File: config.mk
export PLATFORM = sky130hd
export DESIGN_NAME = axi_lite_reg_port
export DESIGN_NICKNAME = d
export VERILOG_FILES = /design/src/rtl/nic_axi_pkg.sv /design/src/rtl/axi_lite_capture_slot.sv /design/src/rtl/axi_lite_reg_port.sv
export SDC_FILE = /design/constraint.sdc
export NUM_CORES = 1
export LEC_CHECK = 0
export ABC_AREA = 1
export CAP_MARGIN = 20
export CELL_PAD_IN_SITES_DETAIL_PLACEMENT = 1
export CELL_PAD_IN_SITES_GLOBAL_PLACEMENT = 2
export CORE_ASPECT_RATIO = 1.2
export CORE_UTILIZATION = 25
export DETAILED_ROUTE_END_ITERATION = 6
export PLACE_DENSITY = 0.88
export SYNTH_ARGS = -nofsm -noshare
export SYNTH_HDL_FRONTEND = slang
export SYNTH_SLANG_ARGS = --single-unit
File: constraint.sdc
create_clock -name aclk -period 5.9 [get_ports aclk]
set_input_delay 1.77 -clock aclk [delete_from_list [all_inputs] [get_ports aclk]]
set_output_delay 1.77 -clock aclk [all_outputs]
set_load 0.02 [all_outputs]
File: src/rtl/nic_axi_pkg.sv
// Shared definitions for the NIC AXI4-lite register port: response codes,
// port FSM states, timeout fill data and the address range helper.
package nic_axi_pkg;

   localparam logic [1:0]  RESP_OKAY    = 2'b00;
   localparam logic [1:0]  RESP_SLVERR  = 2'b10;
   localparam logic [1:0]  RESP_DECERR  = 2'b11;

   // Data returned when the register file never answers a read.
   localparam logic [31:0] TIMEOUT_DATA = 32'hDEAD_BEEF;

   typedef enum logic [2:0] {
      ST_IDLE     = 3'd0,
      ST_WR_ISSUE = 3'd1,
      ST_WR_RESP  = 3'd2,
      ST_RD_WAIT  = 3'd3,
      ST_RD_RESP  = 3'd4
   } port_state_t;

   // Range check on the full 32-bit byte address; low bits take part too,
   // which is harmless because the limit is word aligned.
   function automatic logic addr_in_range(input logic [31:0] addr,
                                          input logic [31:0] limit);
      return addr < limit;
   endfunction

endpackage

File: src/rtl/axi_lite_capture_slot.sv
// One-entry valid/ready holding register. Accepts a beat when enabled and
// empty, then holds it until the owner clears it.
module axi_lite_capture_slot #(
   parameter int unsigned W = 32
) (
   input  logic         clk,
   input  logic         rst_n,
   input  logic         accept_en_i,
   input  logic         valid_i,
   input  logic [W-1:0] data_i,
   input  logic         clear_i,
   output logic         ready_o,
   output logic         accept_o,
   output logic         full_o,
   output logic [W-1:0] data_o
);

   logic         full_q, full_d;
   logic [W-1:0] data_q, data_d;

   assign ready_o  = accept_en_i & ~full_q;
   assign accept_o = ready_o & valid_i;
   assign full_o   = full_q;
   assign data_o   = data_q;

   // Next-state: clear wins over capture (the owner never does both at once).
   always_comb begin
      full_d = full_q;
      data_d = data_q;
      if (clear_i) begin
         full_d = 1'b0;
         data_d = '0;
      end else if (accept_o) begin
         full_d = 1'b1;
         data_d = data_i;
      end
   end

   // Slot register with asynchronous clear.
   always_ff @(posedge clk or negedge rst_n) begin
      if (!rst_n) begin
         full_q <= 1'b0;
         data_q <= '0;
      end else begin
         full_q <= full_d;
         data_q <= data_d;
      end
   end

endmodule

File: src/rtl/axi_lite_reg_port.sv
// AXI4-lite slave front end that turns single-beat transactions into a
// one-cycle write strobe and a read request/valid pair, one transaction at
// a time, with address range checking and a bounded read latency.
//
// Handshakes: every AXI channel transfers on a rising aclk edge where both
// valid and ready are high; valid never depends on ready, ready may depend
// on valid (arready drops when a complete write is presented alongside).
module axi_lite_reg_port
   import nic_axi_pkg::*;
#(
   parameter int unsigned REG_ADDR_BITS = 17,
   parameter logic [31:0] ADDR_LIMIT    = 32'h0002_0000,
   parameter int unsigned RD_TIMEOUT    = 255
) (
   input  logic                     aclk,
   input  logic                     aresetn,
   input  logic                     axi_s_awvalid,
   output logic                     axi_s_awready,
   input  logic [31:0]              axi_s_awaddr,
   input  logic                     axi_s_wvalid,
   output logic                     axi_s_wready,
   input  logic [31:0]              axi_s_wdata,
   input  logic [3:0]               axi_s_wstrb,
   output logic                     axi_s_bvalid,
   input  logic                     axi_s_bready,
   output logic [1:0]               axi_s_bresp,
   input  logic                     axi_s_arvalid,
   output logic                     axi_s_arready,
   input  logic [31:0]              axi_s_araddr,
   output logic                     axi_s_rvalid,
   input  logic                     axi_s_rready,
   output logic [31:0]              axi_s_rdata,
   output logic [1:0]               axi_s_rresp,
   output logic [REG_ADDR_BITS-1:0] reg_addr,
   output logic                     reg_wen,
   output logic [31:0]              reg_wdata,
   output logic [3:0]               reg_wstrb,
   output logic                     reg_ren,
   input  logic [31:0]              reg_rdata,
   input  logic                     reg_rvalid,
   output logic [2:0]               dbg_state
);

   // Word-address bits kept per request; byte bits [1:0] are dropped.
   localparam int unsigned WA_W  = REG_ADDR_BITS - 2;
   localparam int unsigned CNT_W = (RD_TIMEOUT < 2) ? 1 : $clog2(RD_TIMEOUT + 1);
   localparam logic [CNT_W-1:0] CNT_MAX = CNT_W'(RD_TIMEOUT);

   port_state_t      state_q, state_d;
   logic [CNT_W-1:0] cnt_q, cnt_d;
   logic [31:0]      rdata_q, rdata_d;
   logic [1:0]       rresp_q, rresp_d;
   logic [1:0]       bresp_q, bresp_d;
   logic             run_q;

   logic            idle_ok;
   logic            aw_rdy, aw_hs, aw_full, aw_clr;
   logic [WA_W:0]   aw_data;
   logic            w_rdy, w_hs, w_full, w_clr;
   logic [35:0]     w_data;
   logic            ar_en, ar_rdy, ar_hs, ar_full, ar_clr;
   logic [WA_W-1:0] ar_data;
   logic            ar_in_range;
   logic            aw_in_range;

   // run_q keeps every ready low while reset is asserted and for the first
   // edge after release, so all outputs are 0 throughout reset.
   assign idle_ok = (state_q == ST_IDLE) && run_q;

   // Reads are only accepted with no write half-captured, and a complete
   // write presented in the same cycle takes precedence.
   assign ar_en       = idle_ok && !aw_full && !w_full &&
                        !(axi_s_awvalid && axi_s_wvalid);
   assign ar_in_range = addr_in_range(axi_s_araddr, ADDR_LIMIT);

   // AW slot stores the range verdict alongside the word address.
   axi_lite_capture_slot #(.W(WA_W + 1)) u_aw_slot (
      .clk         (aclk),
      .rst_n       (aresetn),
      .accept_en_i (idle_ok),
      .valid_i     (axi_s_awvalid),
      .data_i      ({addr_in_range(axi_s_awaddr, ADDR_LIMIT),
                     axi_s_awaddr[REG_ADDR_BITS-1:2]}),
      .clear_i     (aw_clr),
      .ready_o     (aw_rdy),
      .accept_o    (aw_hs),
      .full_o      (aw_full),
      .data_o      (aw_data)
   );

   axi_lite_capture_slot #(.W(36)) u_w_slot (
      .clk         (aclk),
      .rst_n       (aresetn),
      .accept_en_i (idle_ok),
      .valid_i     (axi_s_wvalid),
      .data_i      ({axi_s_wstrb, axi_s_wdata}),
      .clear_i     (w_clr),
      .ready_o     (w_rdy),
      .accept_o    (w_hs),
      .full_o      (w_full),
      .data_o      (w_data)
   );

   axi_lite_capture_slot #(.W(WA_W)) u_ar_slot (
      .clk         (aclk),
      .rst_n       (aresetn),
      .accept_en_i (ar_en),
      .valid_i     (axi_s_arvalid),
      .data_i      (axi_s_araddr[REG_ADDR_BITS-1:2]),
      .clear_i     (ar_clr),
      .ready_o     (ar_rdy),
      .accept_o    (ar_hs),
      .full_o      (ar_full),
      .data_o      (ar_data)
   );

   assign aw_in_range = aw_data[WA_W];

   // Next-state and response datapath. The write is launched on the edge
   // that completes the AW/W pair so bvalid follows two cycles later.
   always_comb begin
      state_d = state_q;
      cnt_d   = cnt_q;
      rdata_d = rdata_q;
      rresp_d = rresp_q;
      bresp_d = bresp_q;
      aw_clr  = 1'b0;
      w_clr   = 1'b0;
      ar_clr  = 1'b0;
      case (state_q)
         ST_IDLE: begin
            if ((aw_full || aw_hs) && (w_full || w_hs)) begin
               state_d = ST_WR_ISSUE;
            end else if (ar_hs) begin
               if (ar_in_range) begin
                  state_d = ST_RD_WAIT;
                  cnt_d   = '0;
               end else begin
                  state_d = ST_RD_RESP;
                  rdata_d = '0;
                  rresp_d = RESP_DECERR;
               end
            end
         end
         ST_WR_ISSUE: begin
            bresp_d = aw_in_range ? RESP_OKAY : RESP_DECERR;
            state_d = ST_WR_RESP;
         end
         ST_WR_RESP: begin
            if (axi_s_bready) begin
               aw_clr  = 1'b1;
               w_clr   = 1'b1;
               state_d = ST_IDLE;
            end
         end
         ST_RD_WAIT: begin
            // Data arriving on the timeout cycle still counts as a success.
            if (reg_rvalid) begin
               rdata_d = reg_rdata;
               rresp_d = RESP_OKAY;
               state_d = ST_RD_RESP;
            end else if (cnt_q == CNT_MAX) begin
               rdata_d = TIMEOUT_DATA;
               rresp_d = RESP_SLVERR;
               state_d = ST_RD_RESP;
            end else begin
               cnt_d = cnt_q + CNT_W'(1);
            end
         end
         ST_RD_RESP: begin
            if (axi_s_rready) begin
               ar_clr  = 1'b1;
               state_d = ST_IDLE;
            end
         end
         default: begin
            state_d = ST_IDLE;
         end
      endcase
   end

   // State, timeout counter and response registers.
   always_ff @(posedge aclk or negedge aresetn) begin
      if (!aresetn) begin
         state_q <= ST_IDLE;
         cnt_q   <= '0;
         rdata_q <= '0;
         rresp_q <= RESP_OKAY;
         bresp_q <= RESP_OKAY;
         run_q   <= 1'b0;
      end else begin
         state_q <= state_d;
         cnt_q   <= cnt_d;
         rdata_q <= rdata_d;
         rresp_q <= rresp_d;
         bresp_q <= bresp_d;
         run_q   <= 1'b1;
      end
   end

   assign axi_s_awready = aw_rdy;
   assign axi_s_wready  = w_rdy;
   assign axi_s_arready = ar_rdy;
   assign axi_s_bvalid  = (state_q == ST_WR_RESP);
   assign axi_s_bresp   = bresp_q;
   assign axi_s_rvalid  = (state_q == ST_RD_RESP);
   assign axi_s_rdata   = rdata_q;
   assign axi_s_rresp   = rresp_q;

   // The counter is zero only on the first RD_WAIT cycle, giving one pulse.
   assign reg_wen   = (state_q == ST_WR_ISSUE) && aw_in_range;
   assign reg_ren   = (state_q == ST_RD_WAIT) && (cnt_q == '0);
   assign reg_addr  = (state_q == ST_RD_WAIT) ? {ar_data, 2'b00}
                                              : {aw_data[WA_W-1:0], 2'b00};
   assign reg_wdata = w_data[31:0];
   assign reg_wstrb = w_data[35:32];
   assign dbg_state = state_q;

endmodule

# --- Yosys cells after proc, flatten, opt, wreduce, memory -nomap -nowiden ---
# Cells that the tools add are included.
classes:
  eq_ne: 15
  n_reduce_logical: 22
  mux: 44
  addsub: 1
  order_cmp: 2
  bitwise: 9
ops:
  columns: ["op", "count"]
  rows:
  - ["$mux 32", 5]
  - ["$mux 36", 2]
  - ["$lt 32x18->1 const B", 2]
  - ["$pmux 32 s2", 1]
  - ["$mux 8", 5]
  - ["$mux 16", 2]
  - ["$mux 15", 2]
  - ["$mux 3", 7]
  - ["$mux 17", 1]
  - ["$pmux 8 s2", 1]
  - ["$pmux 3 s5", 1]
  - ["$mux 2", 6]
  - ["$ne 2x2->1 const B", 6]
  - ["$mux 1", 10]
  - ["$add 8x1->8 const B", 1]
  - ["$eq 8x8->1 const B", 1]
  - ["$logic_and 1x1->1", 8]
  - ["$logic_not 8->1", 1]
  - ["$reduce_bool 2->1", 4]
  - ["$and 1x1->1", 6]
  - ["$eq 3x2->1 const B", 2]
  - ["$reduce_and 6->1", 1]
  - ["$reduce_and 5->1", 1]
  - ["$ne 2x1->1 const B", 2]
  - ["10 further kinds", 15]
word_totals:
  ff_bits: 118
  inputBits: 140

# --- Longest topological paths before layout ---
# Gate-level depths: netlist (run 1).
logic_depth:
  word_depth: 10
  ltp_mapped: 10

# --- Hierarchy ---
# From an unflattened synthesis (run 1), not the netlist that was laid out.
hier_totals:
  cells_unflattened: 833
  area_unflattened_um2: 6329.8
by_module_without_submodules:
  columns: ["module", "n_inst", "area_per_inst_um2", "cells_each", "seq_area_each_um2"]
  rows:
  - ["axi_lite_reg_port", 1, 2854.0, 380, 1176.1]
  - ["axi_lite_capture_slot at u_w_slot", 1, 1834.3, 239, 925.9]
  - ["axi_lite_capture_slot at u_aw_slot", 1, 843.3, 110, 425.4]
  - ["axi_lite_capture_slot at u_ar_slot", 1, 798.3, 104, 400.4]

# --- Least setup slack after synthesis (run 1) ---
# OpenSTA, ideal clock, no wires.
synth_path:
  kind: "in2out"
  start: "input axi_s_wvalid"
  end: "output axi_s_arready"
  path_buffers: 0
  required_ns: 4.130
  t_arrival_ns: 2.264
  path_slack_ns: 1.866
  path_stages: 5
  path_cell_list: "nand2_1 > nand2_1 > nor2_1 > nand2_1 > inv_1"
synth_between:
  elab_chain_len: 4
synth_lines:
  columns: ["item", "line_no", "source"]
  rows:
  - ["from (decl)", "axi_lite_reg_port.sv:20", "input logic axi_s_wvalid,"]
  - ["$logic_and 1x1->1", "axi_lite_reg_port.sv:73", "!(axi_s_awvalid && axi_s_wvalid);"]
  - ["$logic_not 1->1", "axi_lite_reg_port.sv:73", null]
  - ["$logic_and 1x1->1", "axi_lite_reg_port.sv:72", "assign ar_en = idle_ok && !aw_full && !w_full &&"]
  - ["$and 1x1->1", "axi_lite_capture_slot.sv:21", "assign ready_o = accept_en_i & ~full_q;"]
  - ["to (decl)", "axi_lite_reg_port.sv:28", "output logic axi_s_arready,"]
# No other way between the ends.

# --- Final worst setup path (run 1) ---
layout_path:
  start: "input axi_s_awvalid"
  end: "output axi_s_arready"
layout_between:
  elab_chain_len: 4
layout_lines:
  columns: ["item", "line_no", "source"]
  rows:
  - ["from (decl)", "axi_lite_reg_port.sv:17", "input logic axi_s_awvalid,"]
  - ["$logic_and 1x1->1", "axi_lite_reg_port.sv:73", null]
  - ["$logic_not 1->1", "axi_lite_reg_port.sv:73", null]
  - ["$logic_and 1x1->1", "axi_lite_reg_port.sv:72", null]
  - ["$and 1x1->1", "axi_lite_capture_slot.sv:21", null]
# No other way between the ends.

==> impl_metrics.tcl, run 1 <==
set metrics [dict create \
    hold_depth 2 \
    status "finished, final reports clean" \
    hold_end "axi_s_rdata[6]$_DFFE_PN0P_" \
    clk_pin_slew_ns 0.05 \
    maxSlewViolCount 0 \
    fill_cells 2364 \
    grt_use_total_pct 16.0 \
    cts_buffer_depth 2 \
    cp.required_ns 4.13 \
    dieArea_mm2 0.0216 \
    coreArea_mm2 0.0205 \
    fin_skew_ns 0.00883 \
    synth_edf_count 0 \
    worst_skew_pair.late_latency_ns 0.41 \
    fin_crit_ns 5.09 \
    numCtsBuffers 17 \
    dieHeight_um 161 \
    grt_pass1_wl_mm 26.9 \
    finalPower_w 0.00405 \
    p_comb_share_pct 41.8 \
    power.share.clock_pct 25.5 \
    synth_cell_types 32 \
    synthToLayoutAreaGrowth_pct 59.0 \
    hold_start "axi_s_rdata[6]$_DFFE_PN0P_" \
    initial_core_util_pct 25.7 \
    p_switching_w 0.00146 \
    avgViaCountPerCell 4.45 \
    yosysWarnings 0 \
    setup_violations 0 \
    diodes 0 \
    crit_type "in -> out" \
    ant_nets 0 \
    cts_resized 0 \
    r2r-end "axi_s_rresp[0]$_DFFE_PN0P_" \
    crit_arrival_ns 3.32 \
    synth_cells 580 \
    cts_sinks 117 \
    internal-power_w 0.00259 \
    port-buffer-count 232 \
    layout.nets 952 \
    gp_congestion 0.724 \
    drive_gt1_share_pct 9.23 \
    firstDrtPassIters 4 \
    routedWlPerCell_um 15.4 \
    rsz0062_at_grt "false" \
    peakVddDrop_mv 0.192 \
    final_cells 1088 \
    cts_hold_buf 0 \
    min_path_type "reg -> reg" \
    seqPwrFrac_pct 32.7 \
    slew_headroom_pct 51.6 \
    end_kind "primary output" \
    period_share_pct 86.2 \
    drt_iter0_markers 140 \
    hpwlAfterDp_mm 11.9 \
    ios 239 \
    max_freq_mhz 197 \
    synth-seq-cells 117 \
    power_density_mw_per_mm2 483 \
    netlist_area_mm2 0.00526 \
    yosysSeqAreaShare_pct 55.6 \
    route.vias.total 4842 \
    synth-main-ff-cell "dfrtp_1" \
    postCtsSetupRepairBufs 0 \
    synth_top_cell_area_share_pct 55.6 \
    synth_area_leaders "dfrtp_1 56%, nand2_1 15%, a22o_1 6.0%" \
    die_x_um 134 \
    grt.overflow.total 0 \
    cts_tree "done" \
    hold_viol 0 \
    post-synth-top-count-cell "nand2_1" \
    synthTopCellsByCount "205 x nand2_1, 117 x dfrtp_1, 39 x inv_1, 39 x o21ai_0, 36 x a22o_1" \
    p_leak_nw 3.84 \
    swShare_pct 36.0 \
    finalWirelength_mm 16.8 \
    async_flop_share_pct 100 \
    rows 57 \
    synth_top_cell_by_area "dfrtp_1" \
    tightestPinTransition_ns 0.725 \
    r2r_slack_ns 3.18 \
    crit_fanout 3 \
    r2r_cells 7 \
    avgSynthCellArea_um2 9.08 \
    antenna_found_initial 0 \
    cts_root_buf "clkbuf_16" \
    grt_max_degree 47 \
    htree_levels 4 \
    startpoint_type "primary input" \
    grt_pass1_vias 5084 \
    remaining_drc_errors 0 \
    whs_ns 0.468 \
    r2r_start "dbg_state[1]$_DFFE_PN0P_" \
    fin_tns_setup_ns 0 \
    dp_cells 1056 \
    drv_cap 0 \
]
layout make-up:
cell class / count / area [µm²] / area share [%]
Clock buffer: 21 / 470 / 5.62
Clock inverter: 11 / 125 / 1.49
Inverter: 41 / 154 / 1.84
Multi-Input combinational cell: 396 / 2000 / 23.9
Sequential cell: 117 / 2930 / 35.0
Tap cell: 265 / 332 / 3.96
Timing Repair Buffer: 237 / 2360 / 28.2
worst max path at each step:
stage	startpoint	endpoint	slack, ns	cells past startpoint
after floorplan	axi_s_wvalid	axi_s_arready	1.87	5
after global placement	axi_s_awvalid	axi_s_arready	0.83	7
after detailed placement	axi_s_awvalid	axi_s_arready	0.82	7
after CTS	axi_s_awvalid	axi_s_arready	0.81	7
after global routing	axi_s_awvalid	axi_s_arready	0.73	7
final	axi_s_awvalid	axi_s_arready	0.81	7
sequential cells by signal, indices dropped and copies added (netlist names):
signal	flops
u_w_slot.data_o	36
axi_s_rdata	32
u_aw_slot.data_o	16
u_ar_slot.data_o	15
cnt_q	8
dbg_state	3
axi_s_rresp	2
axi_s_bresp	1
run_q	1
u_ar_slot.full_o	1
u_aw_slot.full_o	1
u_w_slot.full_o	1
power groups by stage:
stage | logic [W] | registers, W | clock network, W
floorplan | 0.000609 | 0.00159 | 0
global placement | 0.00169 | 0.00132 | 0
detailed placement | 0.00172 | 0.00134 | 0
CTS | 0.00172 | 0.00133 | 0.00106
global route | 0.00184 | 0.00137 | 0.00109
finish | 0.00169 | 0.00132 | 0.00103
cell families (layout without fill, tap and decap cells):
family | count (synthesis) | in the layout | synth area share, %
adder cells (fa/ha/maj) | 2 | 2 | 0.475
other | 2 | 3 | 0.143
XOR/XNOR | 3 | 3 | 0.499
flip-flops | 117 | 117 | 55.6
buffers and inverters | 68 | 310 | 6.39
AND/OR/NAND/NOR | 309 | 309 | 26.6
AO/OA/AOI/OAI | 79 | 79 | 10.2
critical path: stages:
cell and delay, ns:
clkdlybuf4s50_1 0.47, nand2_1 0.09, nand2_1 0.05, nor2_1 0.20, nand2_1 0.08, inv_1 0.06
clkdlybuf4s50_1 0.60
per-layer routing:
metal	wire, µm	GRT usage, %	up-vias
li1	-	-	2328
met1	6800	18.2	2373
met2	8950	29.2	132
met3	863	3.98	9
met4	148	4.90	0
met5	0	0	-
placed cells by master, fill, tap and decap left out, types with 4 or more instances in the layout:
master / netlist / final
nand4_1: 4 / 4
nor2_1: 22 / 22
nand2_1: 205 / 205
clkinvlp_4: 0 / 5
nor3_1: 5 / 5
nand3_1: 31 / 31
clkdlybuf4s50_1: 0 / 231
inv_1: 39 / 39
a22o_1: 36 / 36
clkbuf_16: 0 / 17
dfrtp_1: 117 / 117
or2_2: 24 / 24
o21ai_0: 39 / 39
buf_4: 7 / 6
through the flow:
stage	utilization [%]	worst slack, ns	area [µm²]
CTS	40.9	0.815	8370
global route	40.9	0.727	8370
global placement	38.0	0.832	7770
finish	40.9	0.813	8370
floorplan	-	1.87	5270
detailed placement	38.0	0.820	7770
(Power assumes the default switching activity.)
==> inputs of run 2 (changes only) <==
--- a/config.mk
+++ b/config.mk
@@ -9,7 +9,7 @@
 export CAP_MARGIN = 20
 export CELL_PAD_IN_SITES_DETAIL_PLACEMENT = 1
 export CELL_PAD_IN_SITES_GLOBAL_PLACEMENT = 2
-export CORE_ASPECT_RATIO = 1.2
+export CORE_ASPECT_RATIO = 1.5
 export CORE_UTILIZATION = 25
 export DETAILED_ROUTE_END_ITERATION = 6
 export PLACE_DENSITY = 0.88
==> run 2 against run 1 <==
- sequential share of layout area is 0.18 points higher
- fmax increased by 0.44%
- clock-buffer cell count unchanged
- die area is essentially flat
- combinational power about the same
- via count hardly changed
- cell area fell by 0.52%
- utilization fell by 0.28 points
- sequential power barely moved
- critical path type unchanged
- largest cell class unchanged
- largest power group unchanged
==> impl_metrics.tcl, run 2 (synthesized netlist as in run 1, its figures left out) <==
set metrics [dict create \
    firstDrtPassIters 4 \
    route.vias.total 4838 \
    min_path_type "reg -> reg" \
    tightestPinTransition_ns 0.723 \
    remaining_drc_errors 0 \
    r2r_slack_ns 3.53 \
    crit_arrival_ns 3.29 \
    ios 239 \
    rows 64 \
    port-buffer-count 232 \
    cts_root_buf "clkbuf_16" \
    synthToLayoutAreaGrowth_pct 58.2 \
    hold_start "axi_s_rdata[13]$_DFFE_PN0P_" \
    grt_use_total_pct 16.8 \
    r2r_cells 7 \
    slew_headroom_pct 51.7 \
    hold_viol 0 \
    numCtsBuffers 17 \
    r2r_start "dbg_state[1]$_DFFE_PN0P_" \
    drv_cap 0 \
    routedWlPerCell_um 15.9 \
    r2r-end "axi_s_rresp[0]$_DFFE_PN0P_" \
    cts_hold_buf 0 \
    period_share_pct 85.8 \
    die_x_um 120 \
    dp_cells 1055 \
    dieArea_mm2 0.0217 \
    htree_levels 4 \
    maxSlewViolCount 0 \
    grt.overflow.total 0 \
    antenna_found_initial 1 \
    postCtsSetupRepairBufs 0 \
    final_cells 1088 \
    initial_core_util_pct 25.7 \
    register_area_mm2 0.00293 \
    cts_tree "done" \
    p_leak_nw 3.84 \
    fill_cells 2403 \
    coreArea_mm2 0.0205 \
    hold_end "axi_s_rdata[13]$_DFFE_PN0P_" \
    cts_buffer_depth 2 \
    crit_fanout 3 \
    max_freq_mhz 197 \
    gp_congestion 0.786 \
    hold_depth 2 \
    clk_pin_slew_ns 0.05 \
    cp.required_ns 4.13 \
    grt_max_degree 45 \
    grt_pass1_wl_mm 27.8 \
    grt_pass1_vias 5138 \
    drt_iter0_markers 200 \
    final_common_cell "clkdlybuf4s50_1" \
    mostFrequentLayoutCells "231 x clkdlybuf4s50_1, 205 x nand2_1, 117 x dfrtp_1" \
    cts_resized 0 \
    worst_skew_pair.late_latency_ns 0.42 \
    setup_violations 0 \
    avgViaCountPerCell 4.45 \
    multi_input_area_mm2 0.00200 \
    fin_skew_ns 0.0119 \
    dieHeight_um 180 \
    power_density_mw_per_mm2 483 \
    finalPower_w 0.00402 \
    largest_reg_flops 36 \
    fin_crit_ns 5.06 \
    fin_tns_setup_ns 0 \
    end_kind "primary output" \
    whs_ns 0.467 \
    peakVddDrop_mv 0.228 \
    ant_nets 0 \
    rsz0062_at_grt "false" \
    postPlaceCellArea_mm2 0.00777 \
    status "finished, final reports clean" \
    fin_area_mm2 0.00833 \
    layout.nets 952 \
    crit_type "in -> out" \
    drive_gt1_share_pct 8.87 \
    finalWirelength_mm 17.3 \
    startpoint_type "primary input" \
    cts_sinks 117 \
    hpwlAfterDp_mm 12.5 \
]
==> run 2: how the worst max path moves through the flow <==
stage	start	to	depth (start not counted)
6_report	axi_s_awvalid	axi_s_arready	7
5_1_grt	axi_s_awvalid	axi_s_arready	7
4_1_cts	axi_s_awvalid	axi_s_arready	7
3_5_place_dp	axi_s_awvalid	axi_s_arready	7
3_3_place_gp	axi_s_awvalid	axi_s_arready	7
2_1_floorplan	axi_s_wvalid	axi_s_arready	5
==> run 2: metal layers <==
layer	GRT usage (%)	wire, µm	up-vias
met2	30.8	9410	144
li1	-	-	2326
met1	18.1	6580	2338
met4	7.26	515	0
met3	4.00	820	30
met5	0	0	-
==> run 2: critical path, stage by stage <==
cell	delay, ns
clkdlybuf4s50_1	0.46
nand2_1	0.08
nand2_1	0.05
nor2_1	0.20
nand2_1	0.09
inv_1	0.06
clkdlybuf4s50_1	0.59
==> run 2: cell type report <==
| cell class | count | share of cell area, % |
|---|---|---|
| Antenna cell | 1 | 0.0301 |
| Clock inverter | 11 | 1.32 |
| Clock buffer | 21 | 5.29 |
| Timing Repair Buffer | 237 | 28.3 |
| Sequential cell | 117 | 35.2 |
| Inverter | 41 | 1.85 |
| Tap cell | 264 | 3.97 |
| Multi-Input combinational cell | 396 | 24.1 |
==> run 2: report_power, final <==
part           leakage [nW]  internal (W)  total (W)  switching, W
registers              1.49       0.00114    0.00132      0.000185
logic                  2.07      0.000796    0.00171      0.000913
clock network         0.270      0.000615   0.000987      0.000373
==> run 2: per-stage QoR <==
step	utilization [%]	setup slack (ns)
2_1_floorplan	-	1.87
3_3_place_gp	37.9	0.837
3_5_place_dp	37.9	0.836
4_1_cts	40.6	0.832
5_1_grt	40.6	0.720
6_report	40.6	0.836
